File: config.mk
export PLATFORM = sky130hd
export DESIGN_NAME = dmem_lsu
export DESIGN_NICKNAME = d
export VERILOG_FILES = /design/src/rtl/dmem_lsu.sv
export SDC_FILE = /design/constraint.sdc
export NUM_CORES = 1
export LEC_CHECK = 0
export BUFFER_PORTS_ARGS = -buffer_cell sky130_fd_sc_hd__buf_4
export CAP_MARGIN = 20
export CORE_UTILIZATION = 45
export CTS_CLUSTER_SIZE = 24
export DETAILED_ROUTE_END_ITERATION = 6
export PLACE_DENSITY = 0.73
export SLEW_MARGIN = 20
export SYNTH_ARGS = -nofsm -noshare
export SYNTH_HDL_FRONTEND = slang
export SYNTH_SLANG_ARGS = --single-unit
File: constraint.sdc
create_clock -name clk -period 3.6 [get_ports clk]
set_input_delay 1.08 -clock clk [delete_from_list [all_inputs] [get_ports clk]]
set_output_delay 1.08 -clock clk [all_outputs]
set_load 0.01 [all_outputs]
File: src/rtl/dmem_lsu.sv
// ---------------------------------------------------------------------------
// dmem_lsu
// Load/store unit between the CPU MEM stage and data_mem. Byte-addressed
// LB/LBU/LH/LHU/LW/SB/SH/SW requests become word accesses. data_mem has no
// byte enables, so sub-word stores use read-modify-write. The unit waits out
// the fixed read latency and returns a one-cycle cpu_done pulse together with
// the formatted load data.
//
// Parameters:
//   RD_LATENCY  cycles mem_rdMem is held before mem_rdData is valid (>=1)
//   MEM_AW      word-address bits forwarded on mem_addr
//
// Optional feature macro: LSU_STORE_FWD_EN
//   Adds a one-entry store buffer. Loads and sub-word stores that hit the
//   buffer take the buffered word and skip the memory read.
//
// Ports:
//   clk, reset (async, active-low)
//   cpu_req/cpu_we/cpu_size/cpu_signed/cpu_addr/cpu_wdata : request
//   cpu_ready/cpu_done/cpu_err/cpu_rdata                  : handshake/result
//   mem_addr/mem_wrData/mem_rdMem/mem_wrMem/mem_rdData    : data_mem port
// ---------------------------------------------------------------------------
module dmem_lsu #(
  parameter int RD_LATENCY = 2,
  parameter int MEM_AW     = 10
) (
  input  logic        clk,
  input  logic        reset,
  input  logic        cpu_req,
  input  logic        cpu_we,
  input  logic [1:0]  cpu_size,
  input  logic        cpu_signed,
  input  logic [31:0] cpu_addr,
  input  logic [31:0] cpu_wdata,
  output logic        cpu_ready,
  output logic        cpu_done,
  output logic        cpu_err,
  output logic [31:0] cpu_rdata,
  output logic [31:0] mem_addr,
  output logic [31:0] mem_wrData,
  output logic        mem_rdMem,
  output logic        mem_wrMem,
  input  logic [31:0] mem_rdData
);

  typedef enum logic [2:0] {
    S_IDLE, S_READ, S_CAPTURE, S_WRITE, S_DONE, S_ERR
  } state_t;

  localparam logic [7:0] CNT_LAST = 8'(RD_LATENCY - 1);

  state_t              state, state_n;
  logic [7:0]          cnt;
  logic [MEM_AW+1:0]   addr_q;
  logic [1:0]          size_q;
  logic                signed_q;
  logic                we_q;
  logic [15:0]         wdata_q;
  logic [31:0]         wr_word;
  logic                req_bad;
  logic                fwd_hit;
  logic [31:0]         cap_word;
  logic [31:0]         load_val;
  logic [31:0]         merged;
  logic [7:0]          lane_b;
  logic [15:0]         lane_h;
  logic [4:0]          sh_b;
  logic [4:0]          sh_h;
  logic                unused_addr_hi;

  // Address bits above the memory size are dropped, so addresses wrap.
  assign unused_addr_hi = ^cpu_addr[31:MEM_AW+2];

`ifdef LSU_STORE_FWD_EN
  logic              fwd_valid;
  logic [MEM_AW-1:0] fwd_addr;
  logic [31:0]       fwd_word;
  logic              hit_q;

  assign fwd_hit  = fwd_valid && (fwd_addr == cpu_addr[MEM_AW+1:2]);
  assign cap_word = hit_q ? fwd_word : mem_rdData;

  // The buffer tracks the last word written so a following access to the
  // same word can skip the memory read entirely.
  always_ff @(posedge clk or negedge reset) begin
    if (!reset) begin
      fwd_valid <= 1'b0;
      fwd_addr  <= '0;
      fwd_word  <= '0;
      hit_q     <= 1'b0;
    end else begin
      if (state == S_IDLE && cpu_req)
        hit_q <= fwd_hit;
      if (state == S_WRITE) begin
        fwd_valid <= 1'b1;
        fwd_addr  <= addr_q[MEM_AW+1:2];
        fwd_word  <= wr_word;
      end
    end
  end
`else
  assign fwd_hit  = 1'b0;
  assign cap_word = mem_rdData;
`endif

  // Request checks: halves need even addresses, words need 4-byte alignment,
  // and size 11 is never legal.
  always_comb begin
    req_bad = 1'b0;
    if (cpu_size == 2'b11)
      req_bad = 1'b1;
    else if (cpu_size == 2'b01 && cpu_addr[0])
      req_bad = 1'b1;
    else if (cpu_size == 2'b10 && cpu_addr[1:0] != 2'b00)
      req_bad = 1'b1;
  end

  // Little-endian lane extraction, extension for loads, and lane merge for
  // sub-word stores.
  always_comb begin
    sh_b = {addr_q[1:0], 3'b000};
    sh_h = {addr_q[1], 4'b0000};
    case (addr_q[1:0])
      2'd0:    lane_b = cap_word[7:0];
      2'd1:    lane_b = cap_word[15:8];
      2'd2:    lane_b = cap_word[23:16];
      default: lane_b = cap_word[31:24];
    endcase
    lane_h = addr_q[1] ? cap_word[31:16] : cap_word[15:0];
    case (size_q)
      2'b00: begin
        load_val = {{24{signed_q & lane_b[7]}}, lane_b};
        merged   = (cap_word & ~(32'h0000_00FF << sh_b)) | ({24'b0, wdata_q[7:0]} << sh_b);
      end
      2'b01: begin
        load_val = {{16{signed_q & lane_h[15]}}, lane_h};
        merged   = (cap_word & ~(32'h0000_FFFF << sh_h)) | ({16'b0, wdata_q} << sh_h);
      end
      default: begin
        load_val = cap_word;
        merged   = cap_word;
      end
    endcase
  end

  // State register.
  always_ff @(posedge clk or negedge reset) begin
    if (!reset)
      state <= S_IDLE;
    else
      state <= state_n;
  end

  // Next state and strobes. Memory strobes come straight from the state so
  // read and write can never overlap.
  always_comb begin
    state_n    = state;
    cpu_ready  = 1'b0;
    cpu_done   = 1'b0;
    cpu_err    = 1'b0;
    mem_rdMem  = 1'b0;
    mem_wrMem  = 1'b0;
    mem_addr   = '0;
    mem_wrData = '0;
    case (state)
      S_IDLE: begin
        cpu_ready = 1'b1;
        if (cpu_req) begin
          if (req_bad)
            state_n = S_ERR;
          else if (cpu_we && cpu_size == 2'b10)
            state_n = S_WRITE;
          else if (fwd_hit)
            state_n = S_CAPTURE;
          else
            state_n = S_READ;
        end
      end
      S_READ: begin
        mem_rdMem = 1'b1;
        mem_addr  = {{(32-MEM_AW){1'b0}}, addr_q[MEM_AW+1:2]};
        if (cnt == CNT_LAST)
          state_n = S_CAPTURE;
      end
      S_CAPTURE: begin
        mem_addr = {{(32-MEM_AW){1'b0}}, addr_q[MEM_AW+1:2]};
        state_n  = we_q ? S_WRITE : S_DONE;
      end
      S_WRITE: begin
        mem_wrMem  = 1'b1;
        mem_addr   = {{(32-MEM_AW){1'b0}}, addr_q[MEM_AW+1:2]};
        mem_wrData = wr_word;
        state_n    = S_DONE;
      end
      S_DONE: begin
        cpu_done = 1'b1;
        state_n  = S_IDLE;
      end
      S_ERR: begin
        cpu_done = 1'b1;
        cpu_err  = 1'b1;
        state_n  = S_IDLE;
      end
      default: state_n = S_IDLE;
    endcase
  end

  // Request latches, read-latency counter and result registers. wr_word
  // starts as the raw store data (word stores) and is replaced by the merged
  // word for sub-word stores.
  always_ff @(posedge clk or negedge reset) begin
    if (!reset) begin
      cnt       <= '0;
      addr_q    <= '0;
      size_q    <= '0;
      signed_q  <= 1'b0;
      we_q      <= 1'b0;
      wdata_q   <= '0;
      wr_word   <= '0;
      cpu_rdata <= '0;
    end else begin
      if (state == S_IDLE && cpu_req) begin
        addr_q   <= cpu_addr[MEM_AW+1:0];
        size_q   <= cpu_size;
        signed_q <= cpu_signed;
        we_q     <= cpu_we;
        wdata_q  <= cpu_wdata[15:0];
        wr_word  <= cpu_wdata;
        cnt      <= '0;
      end
      if (state == S_READ)
        cnt <= cnt + 8'd1;
      if (state == S_CAPTURE) begin
        if (we_q)
          wr_word <= merged;
        else
          cpu_rdata <= load_val;
      end
    end
  end

endmodule
### Yosys cells after proc, flatten, opt, wreduce, memory -nomap -nowiden

Cells that the tools add are included.

* add/sub/neg operators: 1
* equality and inequality tests: 14
* shift operators: 4
* muxes and demuxes: 25
* bitwise gates (word level): 9
* reductions and logical operators: 13

Operators by type and width (number)
* $mux 32: 4
* $pmux 32 s2: 2
* $and 32x32->32: 2
* $not 32->32: 2
* $or 32x32->32: 2
* $shl 16x5->32: 1
* $shl 16x5->32 const A: 1
* $shl 8x5->32: 1
* $shl 8x5->32 const A: 1
* $pmux 8 s3: 1
* $mux 16: 1
* $mux 8: 2
* $mux 3: 4
* $pmux 3 s4: 1
* $mux 10: 1
* $add 8x1->8 const B: 1
* $eq 8x1->1 const B: 1
* $mux 1: 8
* $eq 2x1->1 const B: 3
* $eq 2x2->1 const B: 3
* $eq 3x2->1 const B: 2
* $eq 3x3->1 const B: 2
* $logic_and 1x1->1: 4
* $logic_not 2->1: 2
* other kinds (10): 14

* register bits: 107

### Depth between registers and ports, before layout

Gate-level depths: netlist (run 1).

* depth in word-level cells: 8
* gate-level depth with buffers: 8

### Least setup slack after synthesis (run 1)

OpenSTA, ideal clock, no wires.

* path kind: reg2out
* start: register state[0]
* end: output mem_wrData[22]
* arrival time: 1.409 ns
* required time: 2.520 ns
* path slack: 1.111 ns
* cell stages (with the launch flop): 6
* cell sequence: dfrtp_1 -> clkbuf_1 -> inv_1 -> nor2_1 -> clkbuf_1 -> and2_1

* longest elaborated chain between the ends: 2

RTL lines
* start: declaration: RTL line 52 `state_t state, state_n;`
* start signal: assignment: RTL line 151 `state <= state_n;`
* $eq 3x2->1: RTL line 165 `case (state)`
* $mux 32: RTL line 165
* end: declaration: RTL line 40 `output logic [31:0] mem_wrData,`

Every way passes these cells.

### Worst setup path in the final report (run 1)

* start: register state[0]
* end: output mem_rdMem

* longest elaborated chain between the ends: 2

RTL lines
* $eq 3x1->1: RTL line 165
* $mux 1: RTL line 165
* end: declaration: RTL line 41 `output logic mem_rdMem,`

Every way passes these cells.

==> run metrics, run 1 <==
Hold Slack=0.469 ns; layout cells sized above 1=27.5%; Synth async-reset ratio=100%; crit path cell chain=or3b_2 > inv_1 > buf_4; Tot GR Track Use=26.1%; Bufs on Longest Clock Path=2; Overflow after GRT=0; Syn-to-layout area delta=25.3%; starting density of the core=46.0%; maximum vdd drop=0.000338 V; endpoint class of the critical path=output port; H-Tree Depth=3; RePlAce Congestion=0.906; cell taking the most area after synthesis=dfrtp_1; TritonCTS clock tree=built; max-slew violations=0; initial DRC count=406; DP Worst Slack=0.653 ns; LEAKAGE=3.80 nW; WP data arrival=1.86 ns; final hold vios=0; Die ar.=14000 µm²; largest net degree at the start of global routing=53; commonest non-fill, non-tap cell in the layout=buf_4; multi-input logic area=3090 µm²; Routed WL=18100 µm; CTS buffer count=9; I/O pin cnt=204; cells after synthesis=694; Rows=42; relative slew slack=44.0%; initial antenna violation count=0; PnR worst setup slack=0.661 ns; n_diodes=0; most used flip-flop cell after synthesis=dfrtp_1; Seq/Total Area, Yosys=44.0%; CORE AREA=13200 µm²; vias in the first global route=5306; Slew @ Worst Pin=0.838 ns; setup TNS=0 ns; clock transition at the registers of the reported paths=0.07 ns; Seq cells post-synth=107; critical path startpoint category=register; PwrDens=838 nW/µm²; Largest stage delay, worst path=0.58 ns; max cap viols=0; post_cts resized=0; status=finished, final reports clean; Hold WC Path Type=reg2reg; # port buffers=161; Slowest-stage cell, CP=dfrtp_1; Yosys cell types=51; fin crit share=81.6%; crit path kind=reg2out; Syn Area/Cell=8.78 µm²; RSZ-0062 raised after global routing=false; vias per inst=5.58; Synth area leaders=dfrtp_1 (44%), nand2_1 (9.3%), and2_1 (6.1%); most frequent cells in the layout=buf_4 (170), nand2_1 (151), dfrtp_1 (107); CP max FO=13; Layout Nets=929; YS warnings=0; post-route ant nets=0; FF+latch area=2680 µm²; clk_lat worst skew=0.36 ns; post-CTS setup buffer count=0; root buffer cell=clkbuf_16; Mapped Area=6090 µm²; Die Width=118 µm; dpl hpwl=13100 µm; CTS Sinks=107; first-pass GRT wire length=28400 µm; Finish-stage setup viols=0; fmax=0.340 GHz; Critical Path RT=2.52 ns; Vias=5608; # fillers=1189; cts hold-fix bufs=0; First-pass DRT Iterations=5; Worst Skew=0.00639 ns; height of the chip=118 µm; Final Util=57.7%; area share of the largest cell type after synthesis=44.0%; Post-synth EDFFs=0; Avg WL per Cell=18.0 µm; crit path time final=2.94 ns; # DRC=0
## path summary, 6_finish.rpt
kind / startpoint / end / slack, ns / cells after the start
max: state[0] / mem_rdMem / 0.66 / 3
min: addr_q[7] / addr_q[7] / 0.47 / 2
max reg2reg: addr_q[1] / wr_word[17] / 1.02 / 4
min reg2reg: addr_q[7] / addr_q[7] / 0.47 / 2
max in group asynchronous: reset / wdata_q[0] / 2.15 / 2
min in group asynchronous: reset / cpu_rdata[27] / 0.76 / 1
## cells by family after synthesis
kind of cell	Yosys count	synth area share (%)
multiplexers	35	6.26
buffers and inverters	80	6.84
other	1	0.0616
adder cells (fa/ha/maj)	2	0.411
AND/OR/NAND/NOR	317	25.8
flip-flops	107	44.0
AO/OA/AOI/OAI	152	16.7
## cells in the mapped netlist (4+ instances only)
master	number
nand2_1	151
dfrtp_1	107
and2_1	59
a21oi_1	48
clkbuf_1	37
nor2_1	25
nand3_1	24
buf_4	22
mux2i_1	19
a211oi_1	17
a21o_1	15
mux2_2	15
o21ai_0	15
nor3_1	13
nand3_2	10
a31oi_1	9
a22oi_1	8
nand2b_1	8
nor2b_1	8
o221ai_1	8
inv_1	7
o21bai_1	7
o221a_2	7
o32ai_1	7
buf_2	6
buf_1	5
or2b_1	4
## flip-flops by register name, indices dropped and copies added, names as in the netlist
register,cells
size_q,2
we_q,1
cpu_rdata,32
state,3
wdata_q,16
signed_q,1
addr_q,12
wr_word,32
cnt,8
## per-layer routing
metal / wire, µm / GRT usage (%) / vias up
met3: 1270 / 4.39 / 42
met5: 0 / 0 / -
li1: - / - / 2606
met2: 8690 / 42.5 / 257
met4: 461 / 10.2 / 0
met1: 7630 / 34.8 / 2703
## report_power, final
part           internal (mW)  switching, mW  total, mW
logic                   1.39           1.65       3.04
registers               1.75          0.526       2.28
clock network          0.615          0.466       1.08
total                   3.75           2.64       6.40
## critical path: cells and delay by family (launching register included)
family                 cells  cell delay, ns
buffers and inverters      2            0.36
DFF                        1            0.58
and+or+nand+nor            1            0.57
## cell type report
type	count	area share [%]
multi-input cells	528	40.5
flip-flops and latches	107	35.1
repair buffers	171	17.0
clock buffers	9	2.95
well taps	176	2.88
clock inverters	7	1.29
inverters	7	0.344
## metrics by stage
stage,std cells,cell area (µm²),power (mW)
after global routing,1005,7630,6.83
after floorplan,715,6170,4.17
final,1005,7630,6.40
after global placement,989,7310,5.19
after detailed placement,989,7310,5.30
after CTS,1005,7630,6.40
Note: power is estimated with default switching activity, not from simulation.
==> run 2: changes to the inputs <==
==> constraint.sdc (replaced) <==
create_clock -name clk -period 2.8 [get_ports clk]
set_input_delay 0.84 -clock clk [delete_from_list [all_inputs] [get_ports clk]]
set_output_delay 0.84 -clock clk [all_outputs]
set_load 0.01 [all_outputs]
==> run 2 against run 1 <==
- the run now ends with DRC left
- clock power up 20%
- global-route usage up 0.11 points
- final cell count increased by 1.2%
- clock-buffer cell count increased by 1
- first-iteration DRC count rose by 19%
- setup slack worse by 0.52 ns
- routed wire length grew 1.8%
- flip-flop and latch count stayed put
- sequential share of layout area decreased by 0.35 points
- clock skew up 0.0025 ns
- hold slack worse by 0.0033 ns
- critical path type unchanged
- power is 29% higher
==> run metrics, run 2 (synthesis results as in run 1) <==
maximum vdd drop=0.000688 V; clk_lat worst skew=0.36 ns; first-pass GRT wire length=28500 µm; max cap viols=0; # fillers=1194; CTS Sinks=107; final hold vios=0; relative slew slack=48.6%; endpoint class of the critical path=output port; WP data arrival=1.82 ns; max-slew violations=0; failing checks=DRC; Critical Path RT=1.96 ns; Hold WC Path Type=reg2reg; Rows=42; dpl hpwl=13700 µm; commonest non-fill, non-tap cell in the layout=buf_4; Hold Slack=0.466 ns; Die Width=118 µm; cts hold-fix bufs=0; Slew @ Worst Pin=0.771 ns; H-Tree Depth=3; post-route ant nets=0; crit path cell chain=or3b_2 > inv_1 > buf_4; Final Power=8.24 mW; Die ar.=14000 µm²; most frequent cells in the layout=buf_4 (181), nand2_1 (151), dfrtp_1 (106); Avg WL per Cell=18.1 µm; Routed WL=18400 µm; critical path startpoint category=register; Final Util=58.3%; crit path time final=2.66 ns; Finish-stage setup viols=0; CORE AREA=13200 µm²; Layout Nets=941; root buffer cell=clkbuf_16; I/O pin cnt=204; Syn-to-layout area delta=26.6%; crit path kind=reg2out; First-pass DRT Iterations=7; family with the most delay on the worst path=simple AND/OR/NAND/NOR gates; fin cells=1017; Overflow after GRT=0; Buf/Inv on CP=2; setup TNS=0 ns; starting density of the core=46.0%; vias per inst=5.51; CP max FO=10; TritonCTS clock tree=built; initial DRC count=482; DP Cell Count=1001; Top Registers=cpu_rdata: 32 flops, wr_word: 32 flops, wdata_q: 16 flops; post-CTS setup buffer count=0; vias in the first global route=5322; Tot GR Track Use=26.3%; Worst Skew=0.00891 ns; PwrDens=1070 nW/µm²; CTS buffer count=9; Bufs on Longest Clock Path=2; largest net degree at the start of global routing=50; initial antenna violation count=0; clock transition at the registers of the reported paths=0.07 ns; status=finished with violations; Largest stage delay, worst path=0.59 ns; post_cts resized=0; LEAKAGE=3.85 nW; fin crit share=95.1%; n_diodes=0; Slowest-stage cell, CP=or3b_2; # DRC=3; fmax=0.376 GHz; # port buffers=161; RSZ-0062 raised after global routing=false; height of the chip=118 µm; RePlAce Congestion=0.920; layout cells sized above 1=28.5%; Vias=5601
## run 2: changes by cell type in the layout (fill, tap and decap cells not counted)
| cell | previous run | this run |
|---|---|---|
| dfrtp_2 | 0 | 1 |
| buf_4 | 170 | 181 |
| dfrtp_1 | 107 | 106 |
| bufinv_16 | 2 | 1 |
| clkbuf_1 | 0 | 1 |
| buf_12 | 1 | 2 |
| inv_8 | 0 | 1 |
| clkinv_4 | 1 | 0 |
## run 2: tightest hold or removal path: stages, from the launching register on
cell and delay (ns):
dfrtp_1 0.34, nand2_1 0.05, nand2_1 0.05
## run 2: final cells by class
class	count	area, µm²	share of cell area [%]
clock buffer	10	229	2.97
sequential	107	2680	34.7
clock inverter	6	71.3	0.924
multi-input combinational	528	3090	40.1
timing repair buffer	183	1400	18.1
inverter	7	26.3	0.341
tap	176	220	2.85
## run 2: worst paths after layout
| kind | to | slack, ns | from | cells after the start |
|---|---|---|---|---|
| max reg2reg | cpu_rdata[17] | 0.50 | state[2] | 4 |
| min in group asynchronous | cpu_rdata[24] | 0.48 | reset | 1 |
| min reg2reg | addr_q[5] | 0.47 | addr_q[5] | 2 |
| min | addr_q[5] | 0.47 | addr_q[5] | 2 |
| max in group asynchronous | wdata_q[7] | 1.57 | reset | 2 |
| max | mem_rdMem | 0.14 | state[1] | 3 |
## run 2: power by group
part | switching (mW) | leakage [nW] | internal (mW) | total [mW]
Combinational | 2.20 | 2.39 | 1.86 | 4.06
Sequential | 0.630 | 1.32 | 2.26 | 2.89
Clock | 0.592 | 0.145 | 0.705 | 1.30
Total | 3.42 | 3.85 | 4.82 | 8.24
## run 2: per-layer routing
layer / track usage [%] / vias to the layer above / share of wire (%)
li1: - / 2633 / -
met2: 44.1 / 234 / 50
met4: 5.61 / 0 / 1.3
met3: 5.41 / 17 / 6.9
met1: 34.9 / 2717 / 42
met5: 0 / - / 0
## run 2: stage by stage
| stage | setup WS [ns] | cell area, µm² |
|---|---|---|
| 6_report | 0.138 | 7710 |
| 5_1_grt | 0.0553 | 7710 |
| 4_1_cts | 0.0895 | 7710 |
| 3_5_place_dp | 0.197 | 7410 |
| 3_3_place_gp | 0.241 | 7410 |
| 2_1_floorplan | 0.551 | 6170 |
